`src/rtl/tipi_link_seq_pkg.sv`:
```
// Shared definitions for the TIPI link sequencer: FSM state encoding and link pin constants.
package tipi_link_seq_pkg;

  typedef enum logic [2:0] {
    ST_IDLE,
    ST_SETUP,
    ST_LOAD,
    ST_SHIFT,
    ST_LATCH,
    ST_CHECK,
    ST_ABORT,
    ST_DONE
  } state_e;

  localparam logic RT_PI   = 1'b0;
  localparam logic RT_TI   = 1'b1;
  localparam logic CD_CTRL = 1'b0;
  localparam logic CD_DATA = 1'b1;

  localparam int HALVES_XFER = 19;

  // States in which the link is actively driven and an r_reset drop aborts the transfer.
  function automatic logic is_busy(input state_e s);
    return (s == ST_SETUP) || (s == ST_LOAD) || (s == ST_SHIFT) ||
           (s == ST_LATCH) || (s == ST_CHECK);
  endfunction

endpackage

```
`src/rtl/tipi_link_seq_if.sv`:
```
// Host-side command/response port of the TIPI link sequencer.
interface tipi_link_seq_if;

  logic       cmd_valid;
  logic       cmd_ready;
  logic       cmd_write;
  logic       cmd_cd;
  logic [0:7] cmd_wdata;
  logic       rsp_valid;
  logic [0:7] rsp_rdata;
  logic       rsp_err;

  modport master (
    output cmd_valid, cmd_write, cmd_cd, cmd_wdata,
    input  cmd_ready, rsp_valid, rsp_rdata, rsp_err
  );

  modport slave (
    input  cmd_valid, cmd_write, cmd_cd, cmd_wdata,
    output cmd_ready, rsp_valid, rsp_rdata, rsp_err
  );

endinterface

```
`src/rtl/tipi_link_seq_sync.sv`:
```
// tipi_sync: multi-flop synchronizer for asynchronous link inputs, with a selectable reset level.
module tipi_sync #(
  parameter int   STAGES  = 2,
  parameter logic RST_VAL = 1'b0
) (
  input  logic clk,
  input  logic reset,
  input  logic i_d,
  output logic o_q
);

  logic [STAGES-1:0] r_sync;

  always_ff @(posedge clk) begin
    if (reset) r_sync <= {STAGES{RST_VAL}};
    else       r_sync <= {r_sync[STAGES-2:0], i_d};
  end

  assign o_q = r_sync[STAGES-1];

endmodule

```
`src/rtl/tipi_link_seq.sv`:
```
// TIPI serial link sequencer: one byte per command over r_clk/r_le/r_dout/r_din.
// Optional write parity readback is enabled by defining TIPI_LINK_PARITY_CHECK_EN.
module tipi_link_seq
  import tipi_link_seq_pkg::*;
#(
  parameter int CLK_DIV     = 4,
  parameter int SYNC_STAGES = 2
) (
  input  logic             clk,
  input  logic             reset,
  tipi_link_seq_if.slave   bus,
  output logic             r_clk,
  output logic             r_le,
  output logic             r_rt,
  output logic             r_cd,
  output logic             r_dout,
  input  logic             r_din,
  input  logic             r_reset
);

  state_e     r_state, w_state_nxt;
  logic [7:0] r_half;
  logic       r_hi, w_hi_nxt;
  logic [2:0] r_bit, w_bit_nxt;
  logic       r_write;
  logic       r_fail;
  logic [0:7] r_wdata;
  logic [0:7] r_shift;
  logic [0:7] r_rdata;
  logic [0:7] w_rd_final;
  logic       w_din, w_link_ok;
  logic       w_wrap, w_busy, w_abort, w_accept;
  logic       w_clk_nxt, w_le_nxt, w_dout_nxt;

  tipi_sync #(.STAGES(SYNC_STAGES), .RST_VAL(1'b0)) u_sync_din (
    .clk(clk), .reset(reset), .i_d(r_din), .o_q(w_din)
  );

  // r_reset is active-low, so its synchronizer powers up in the "link alive" state.
  tipi_sync #(.STAGES(SYNC_STAGES), .RST_VAL(1'b1)) u_sync_rst (
    .clk(clk), .reset(reset), .i_d(r_reset), .o_q(w_link_ok)
  );

  assign w_wrap   = (r_half == 8'(CLK_DIV - 1));
  assign w_busy   = is_busy(r_state);
  assign w_abort  = w_busy && !w_link_ok;
  assign w_accept = bus.cmd_valid && bus.cmd_ready;

  assign bus.cmd_ready = (r_state == ST_IDLE) && w_link_ok;
  assign bus.rsp_valid = (r_state == ST_DONE);
  assign bus.rsp_err   = (r_state == ST_DONE) && r_fail;
  assign bus.rsp_rdata = r_rdata;

  // ---- stage: state register and half/bit counters
  always_ff @(posedge clk) begin
    if (reset) begin
      r_state <= ST_IDLE;
      r_half  <= '0;
      r_hi    <= 1'b0;
      r_bit   <= '0;
    end else begin
      r_state <= w_state_nxt;
      r_hi    <= w_hi_nxt;
      r_bit   <= w_bit_nxt;
      if (w_busy && !w_abort && !w_wrap) r_half <= r_half + 8'd1;
      else                               r_half <= '0;
    end
  end

  always_comb begin
    w_state_nxt = r_state;
    w_hi_nxt    = r_hi;
    w_bit_nxt   = r_bit;
    case (r_state)
      ST_IDLE:  if (w_accept) w_state_nxt = ST_SETUP;
      ST_SETUP: if (w_wrap) begin
        w_state_nxt = r_write ? ST_SHIFT : ST_LOAD;
        w_hi_nxt    = 1'b1;
        w_bit_nxt   = '0;
      end
      ST_LOAD:  if (w_wrap) begin
        if (r_hi) w_hi_nxt = 1'b0;
        else begin
          w_state_nxt = ST_SHIFT;
          w_hi_nxt    = 1'b1;
        end
      end
      ST_SHIFT: if (w_wrap) begin
        if (r_hi) w_hi_nxt = 1'b0;
        else if (r_bit == 3'd7) begin
          w_state_nxt = r_write ? ST_LATCH : ST_DONE;
          w_hi_nxt    = r_write;
        end else begin
          w_bit_nxt = r_bit + 3'd1;
          w_hi_nxt  = 1'b1;
        end
      end
      ST_LATCH: if (w_wrap) begin
        if (r_hi) w_hi_nxt = 1'b0;
`ifdef TIPI_LINK_PARITY_CHECK_EN
        else      w_state_nxt = ST_CHECK;
`else
        else      w_state_nxt = ST_DONE;
`endif
      end
      ST_CHECK: if (w_wrap) w_state_nxt = ST_DONE;
      ST_ABORT: w_state_nxt = ST_DONE;
      ST_DONE: begin
        w_state_nxt = ST_IDLE;
        w_hi_nxt    = 1'b0;
      end
      default:  w_state_nxt = ST_IDLE;
    endcase
    if (w_abort) begin
      w_state_nxt = ST_ABORT;
      w_hi_nxt    = 1'b0;
    end
  end

  // Pin values are decoded from the next state so the registered pins line up with the FSM.
  always_comb begin
    w_clk_nxt  = w_hi_nxt && ((w_state_nxt == ST_LOAD) || (w_state_nxt == ST_SHIFT) ||
                              (w_state_nxt == ST_LATCH));
    w_le_nxt   = (w_state_nxt == ST_LOAD) || (w_state_nxt == ST_LATCH);
    w_dout_nxt = r_dout;
    if (w_accept)
      w_dout_nxt = bus.cmd_write ? bus.cmd_wdata[0] : 1'b0;
    else if (r_write && (r_state == ST_SHIFT) && (w_state_nxt == ST_SHIFT) && r_hi &&
             w_wrap && (r_bit != 3'd7))
      w_dout_nxt = r_wdata[3'(r_bit + 3'd1)];
  end

  always_comb begin
    w_rd_final        = r_shift;
    w_rd_final[r_bit] = w_din;
  end

  // ---- stage: registered link pins and response status
  always_ff @(posedge clk) begin
    if (reset) begin
      r_clk   <= 1'b0;
      r_le    <= 1'b0;
      r_rt    <= 1'b0;
      r_cd    <= 1'b0;
      r_dout  <= 1'b0;
      r_write <= 1'b0;
      r_fail  <= 1'b0;
      r_rdata <= '0;
    end else begin
      r_clk  <= w_clk_nxt;
      r_le   <= w_le_nxt;
      r_dout <= w_dout_nxt;
      if (w_accept) begin
        r_rt    <= bus.cmd_write ? RT_PI : RT_TI;
        r_cd    <= bus.cmd_cd;
        r_write <= bus.cmd_write;
        r_fail  <= 1'b0;
      end
      if (w_state_nxt == ST_ABORT) r_fail <= 1'b1;
`ifdef TIPI_LINK_PARITY_CHECK_EN
      if ((r_state == ST_CHECK) && (w_state_nxt == ST_DONE) && (w_din != ^r_wdata))
        r_fail <= 1'b1;
`endif
      if ((r_state == ST_SHIFT) && (w_state_nxt == ST_DONE)) r_rdata <= w_rd_final;
    end
  end

  // ---- stage: command byte capture and read shift register
  always_ff @(posedge clk) begin
    if (w_accept) r_wdata <= bus.cmd_wdata;
    if ((r_state == ST_SHIFT) && !r_hi && w_wrap) r_shift[r_bit] <= w_din;
  end

endmodule

```
`src/flat_wrapper.sv`:
```
// flat-port wrapper written by rule: the top's interface ports become plain ports
module tipi_link_seq_flat import tipi_link_seq_pkg::*;
#(
  parameter int CLK_DIV     = 4,
  parameter int SYNC_STAGES = 2
)
  (clk, reset, r_clk, r_le, r_rt, r_cd, r_dout, r_din, r_reset, bus_cmd_valid, bus_cmd_write, bus_cmd_cd, bus_cmd_wdata, bus_cmd_ready, bus_rsp_valid, bus_rsp_rdata, bus_rsp_err);
  tipi_link_seq_if bus_i ();
  input  logic clk;
  input  logic reset;
  output logic r_clk;
  output logic r_le;
  output logic r_rt;
  output logic r_cd;
  output logic r_dout;
  input  logic r_din;
  input  logic r_reset;
  input wire logic [$bits(bus_i.cmd_valid)-1:0] bus_cmd_valid;
  input wire logic [$bits(bus_i.cmd_write)-1:0] bus_cmd_write;
  input wire logic [$bits(bus_i.cmd_cd)-1:0] bus_cmd_cd;
  input wire logic [$bits(bus_i.cmd_wdata)-1:0] bus_cmd_wdata;
  output wire logic [$bits(bus_i.cmd_ready)-1:0] bus_cmd_ready;
  output wire logic [$bits(bus_i.rsp_valid)-1:0] bus_rsp_valid;
  output wire logic [$bits(bus_i.rsp_rdata)-1:0] bus_rsp_rdata;
  output wire logic [$bits(bus_i.rsp_err)-1:0] bus_rsp_err;
  assign bus_i.cmd_valid = bus_cmd_valid;
  assign bus_i.cmd_write = bus_cmd_write;
  assign bus_i.cmd_cd = bus_cmd_cd;
  assign bus_i.cmd_wdata = bus_cmd_wdata;
  assign bus_cmd_ready = bus_i.cmd_ready;
  assign bus_rsp_valid = bus_i.rsp_valid;
  assign bus_rsp_rdata = bus_i.rsp_rdata;
  assign bus_rsp_err = bus_i.rsp_err;
  tipi_link_seq #(.CLK_DIV(CLK_DIV), .SYNC_STAGES(SYNC_STAGES)) u_core (.clk(clk), .reset(reset), .bus(bus_i), .r_clk(r_clk), .r_le(r_le), .r_rt(r_rt), .r_cd(r_cd), .r_dout(r_dout), .r_din(r_din), .r_reset(r_reset));
endmodule
```
`config.mk`:
```
export PLATFORM = sky130hd
export DESIGN_NAME = tipi_link_seq_flat
export DESIGN_NICKNAME = d
export VERILOG_FILES = /design/src/rtl/tipi_link_seq_pkg.sv /design/src/rtl/tipi_link_seq_if.sv /design/src/rtl/tipi_link_seq_sync.sv /design/src/rtl/tipi_link_seq.sv /design/src/flat_wrapper.sv
export SDC_FILE = /design/constraint.sdc
export NUM_CORES = 1
export LEC_CHECK = 0
export ABC_AREA = 1
export CAP_MARGIN = 30
export CORE_MARGIN = 5
export CORE_UTILIZATION = 55
export CTS_CLUSTER_DIAMETER = 200
export DETAILED_ROUTE_END_ITERATION = 7
export GPL_TIMING_DRIVEN = 0
export PLACE_DENSITY = 0.79
export SLEW_MARGIN = 20
export SYNTH_ARGS = -nofsm -noshare
export SYNTH_HDL_FRONTEND = slang
export SYNTH_SLANG_ARGS = --single-unit
```
`constraint.sdc`:
```
create_clock -name clk -period 2.4 [get_ports clk]
set_input_delay 0.72 -clock clk [delete_from_list [all_inputs] [get_ports clk]]
set_output_delay 0.72 -clock clk [all_outputs]
set_load 0.05 [all_outputs]
```
==> run summary, run 1 <==
The flow ran to the end, and the final reports show no timing, DRC or antenna violations. The placed cell area is 2780 um2. The length in cells of the worst reg-to-reg path came out at 11.

The flip-flop cell with the highest count after synthesis is sky130_fd_sc_hd__dfxtp_1. By count the netlist is led by 41 x sky130_fd_sc_hd__nor2_1, 39 x sky130_fd_sc_hd__nand2_1, 34 x sky130_fd_sc_hd__dfxtp_1. The max-cap violation count is 0. The width of the die is 76.2 um. The summed negative setup slack over all endpoints came out at 0 ns.

The HPWL after detailed placement is 3520 um. Yosys instantiated no cell more often than sky130_fd_sc_hd__nor2_1. The total power divided by cell area is 620 nW/um2. Across all register-to-register paths, the minimum setup slack is 0.22 ns.

The initial antenna violation count came to 0. The CTS root buffer is sky130_fd_sc_hd__clkbuf_8. The number of nets in the synthesized netlist is 308.

Counting every instance in the synthesized netlist gives 288. The data arrival time of the critical path is 1.55 ns. The worst max-slew margin expressed relative to the limit came out at 66.6%. The first global-routing pass estimated 8130 um of wire. The maximum buffer depth of the clock tree is 2. Counting flops with a built-in enable in the synthesized netlist gives 16. The detailed-routing iteration count for the pre-antenna-repair pass is 4. The count of unresolved DRC violations after routing is 0. The fmax came out at 0.441 GHz.

The number of distinct library cell variants in the gate-level netlist after synthesis is 36. A synthesized cell averages 8.36 um2. The reg-to-reg endpoint is u_core.r_clk$_SDFF_PP0_. The number of DRC markers in iteration 0 is 148. The area of the core came out at 4290 um2. After detailed routing, the number of vias per cell comes to 5.21.

The fraction of the cycle the final worst path needs is 94.5%. The number of diodes came out at 0. The depth of the worst hold-timing path is 2. The final number of max-transition violations came out at 0. The sink count of the clock tree is 50.

The global-route usage over all layers came out at 16.5%. The initial utilization of the core area, before any placement, comes to 56.1%. The final layout contains 348 nets.

Summing the sequential cell areas from Yosys gives 48.2% of the chip area. The source-to-sink clock delay at the later pin of the worst-skew pair came out at 0.30 ns. The time the final worst path needs with I/O delays and setup is 2.27 ns. The I/O pin count is 31. Walking the worst path, the cells encountered are nand2_1 > nor2_1 > dlygate4sd2_1. The average wire per cell in the routed design came out at 12.1 um. The number of synthesized register bits came out at 50. The path with the worst hold slack has its endpoint at u_core.u_sync_din.r_sync[1]$_SDFF_PP0_. The clock transition at the register clock pins on the worst setup and hold paths after CTS is 0.09 ns.

Setup repair after global routing left no endpoint under its margin. The startpoint identified for the worst register-to-register timing path is u_core.r_half[0]$_SDFF_PP0_. TritonCTS built the clock tree. The remaining number of nets flagged by the antenna check after routing came out at 0. Counting the buffers created by CTS gives 5.

sky130_fd_sc_hd__dfxtp_1 takes more of the synthesized area than any other cell. Counting the fill cells in the layout gives 377. The final hold violation count came to 0.

Port buffering added 30 buffers. The weighted congestion reported at the end of routability-driven placement came out at 0.921. After synthesis, the cell types taking the most area are sky130_fd_sc_hd__dfxtp_1 28%, sky130_fd_sc_hd__edfxtp_1 20%, sky130_fd_sc_hd__nor2_1 6.4%. The count of endpoints failing setup in the final report is 0.

The analysis attributes to cell leakage a power of 1.15 nW. In this run the worst hold path is classified as reg -> reg. Summed over all layers, the global routing overflow is 0.

Yosys printed 0 warnings. Entering global routing, the biggest net connects 17 pins. The highest net fanout along the worst path is 6.

The final non-filler cell area came out at 2900 um2. The standard-cell row count came out at 24. STA classifies the critical path startpoint as a flip-flop. The die is 76.2 um tall. The count of H-tree levels built during CTS is 2. Clock skew on the completed layout was measured at 0.00271 ns. The area fraction of the dominant cell type after synthesis came out at 28.3%. On the critical path, the stage with the largest delay is an instance of sky130_fd_sc_hd__dlygate4sd2_1.

The area added between synthesis and finish is 20.6%. The longest individual stage delay on the worst path is 0.53 ns. For this design, the CTS-stage hold fixing added 0 buffers. STA classifies the critical path endpoint as an output pin. The die area is 5800 um2. Summing over every cut layer, the via total after detailed routing is 1984. At the pin with the least slew margin, the transition time is 0.499 ns. The source of the worst hold timing path is u_core.u_sync_din.r_sync[0]$_SDFF_PP0_.

The maximum resistive drop on vdd is 0.458 mV. The required time reported for the critical path endpoint is 1.68 ns. The critical path in this run is classified as reg -> out. For this block, the routed nets add up to 4620 um of wire. The fraction of layout cells with a size suffix above 1 came out at 15.2%. The share of flip-flops with an asynchronous set or reset after synthesis came out at 0%. The netlist area before placement came out at 2410 um2. The via count of the first global-routing pass came out at 1956.
## worst max-delay path, delay by kind of cell (launching register included)
family / cells / cell delay [ns]
and+or+nand+nor: 2 / 0.23
DFF: 1 / 0.49
buffers and inverters: 1 / 0.53
## metal layers
| metal | vias to the layer above | track usage (%) | part of all wire (%) |
|---|---|---|---|
| met5 | - | 0 | 0 |
| met4 | 0 | 4.72 | 1.0 |
| met3 | 6 | 3.78 | 3.4 |
| met2 | 32 | 30.2 | 52 |
| met1 | 912 | 18.9 | 44 |
| li1 | 1034 | - | - |
## how the worst max path moves through the flow
stage	startpoint	endpoint	slack, ns	cells after the start
3_5_place_dp	bus_cmd_valid	u_core.bus.rsp_rdata[7]$_SDFFE_PP0P_	-0.23	8
5_1_grt	u_core.r_state[2]$_SDFF_PP0_	bus_rsp_valid	0.02	3
3_3_place_gp	bus_cmd_valid	u_core.bus.rsp_rdata[5]$_SDFFE_PP0P_	-0.21	8
4_1_cts	u_core.r_state[0]$_SDFF_PP0_	bus_cmd_ready	0.005	4
6_report	u_core.r_state[2]$_SDFF_PP0_	bus_rsp_valid	0.13	3
2_1_floorplan	u_core.r_state[0]$_SDFF_PP0_	bus_cmd_ready	0.39	3
## cell families after synthesis
logic type | after synthesis | synth area share [%]
buffers and inverters | 43 | 7.43
XOR/XNOR | 1 | 0.364
AO/OA/AOI/OAI | 51 | 11.5
flip-flops | 50 | 48.2
adder cells (fa/ha/maj) | 5 | 2.60
AND/OR/NAND/NOR | 138 | 29.9
## flip-flops by register name, indices dropped and copies added, names as in the netlist, 2 cells and up
name                      count
u_core.r_wdata                8
u_core.r_shift                8
u_core.r_state                3
u_core.u_sync_rst.r_sync      2
u_core.bus.rsp_rdata          8
u_core.r_bit                  3
u_core.u_sync_din.r_sync      2
u_core.r_half                 8
## cells in the final DEF (no fill, tap or decap), drive strengths merged, types with 3 or more instances in the layout
cell type      netlist  routed
a21oi               15      15
or2                  3       3
o21ai               28      28
nor2                47      47
ha                   5       5
nand3               25      25
edfxtp              16      16
buf                  2       5
nand2               44      44
clkbuf               3      11
clkdlybuf4s50        0      27
dfxtp               34      34
a211oi               4       4
inv                 37      37
nor3                14      14
## stage by stage
step | utilization [%] | setup WS (ns) | hold slack [ns] | power [mW] | cells
after floorplan | - | 0.392 | 0.388 | 1.18 | 288
after global placement | 64.7 | -0.207 | 0.393 | 1.26 | 370
after detailed placement | 64.8 | -0.232 | 0.398 | 1.27 | 371
after CTS | 67.2 | 0.00529 | 0.426 | 1.80 | 379
after global routing | 67.6 | 0.0245 | 0.444 | 1.88 | 381
final | 67.6 | 0.133 | 0.420 | 1.80 | 381
## power by group
part           total [mW]  leakage (nW)  switching [mW]  internal, mW
sequential          0.936         0.425          0.0254         0.910
clock               0.544        0.0486           0.276         0.268
combinational       0.321         0.678           0.209         0.111
## what timing repair did
action | CTS | global route
gates resized for setup | 3 | 7
endpoints found under the hold margin | 0 | 0
buffers inserted | 0 | 2
endpoints found under the setup margin | 3 | 13
gates cloned | 0 | 0
## final cells by class
cell class | instances | area, um2 | area share, %
well taps | 52 | 65.1 | 2.24
multi-input cells | 195 | 1080 | 37.2
inverters | 38 | 148 | 5.09
repair buffers | 33 | 309 | 10.6
flip-flops and latches | 50 | 1160 | 40.0
clock buffers | 6 | 93.8 | 3.23
plain buffers | 5 | 31.3 | 1.08
clock inverters | 2 | 15.0 | 0.517
Power figures use the tool's default switching activity.
==> inputs of run 2 (changes only) <==
--- a/config.mk
+++ b/config.mk
@@ -9,7 +9,6 @@
 export CAP_MARGIN = 30
 export CORE_MARGIN = 5
 export CORE_UTILIZATION = 55
-export CTS_CLUSTER_DIAMETER = 200
 export DETAILED_ROUTE_END_ITERATION = 7
 export GPL_TIMING_DRIVEN = 0
 export PLACE_DENSITY = 0.79
==> results of run 2 <==
Same layout as run 1: the final DEF is identical, and so are final timing and power.
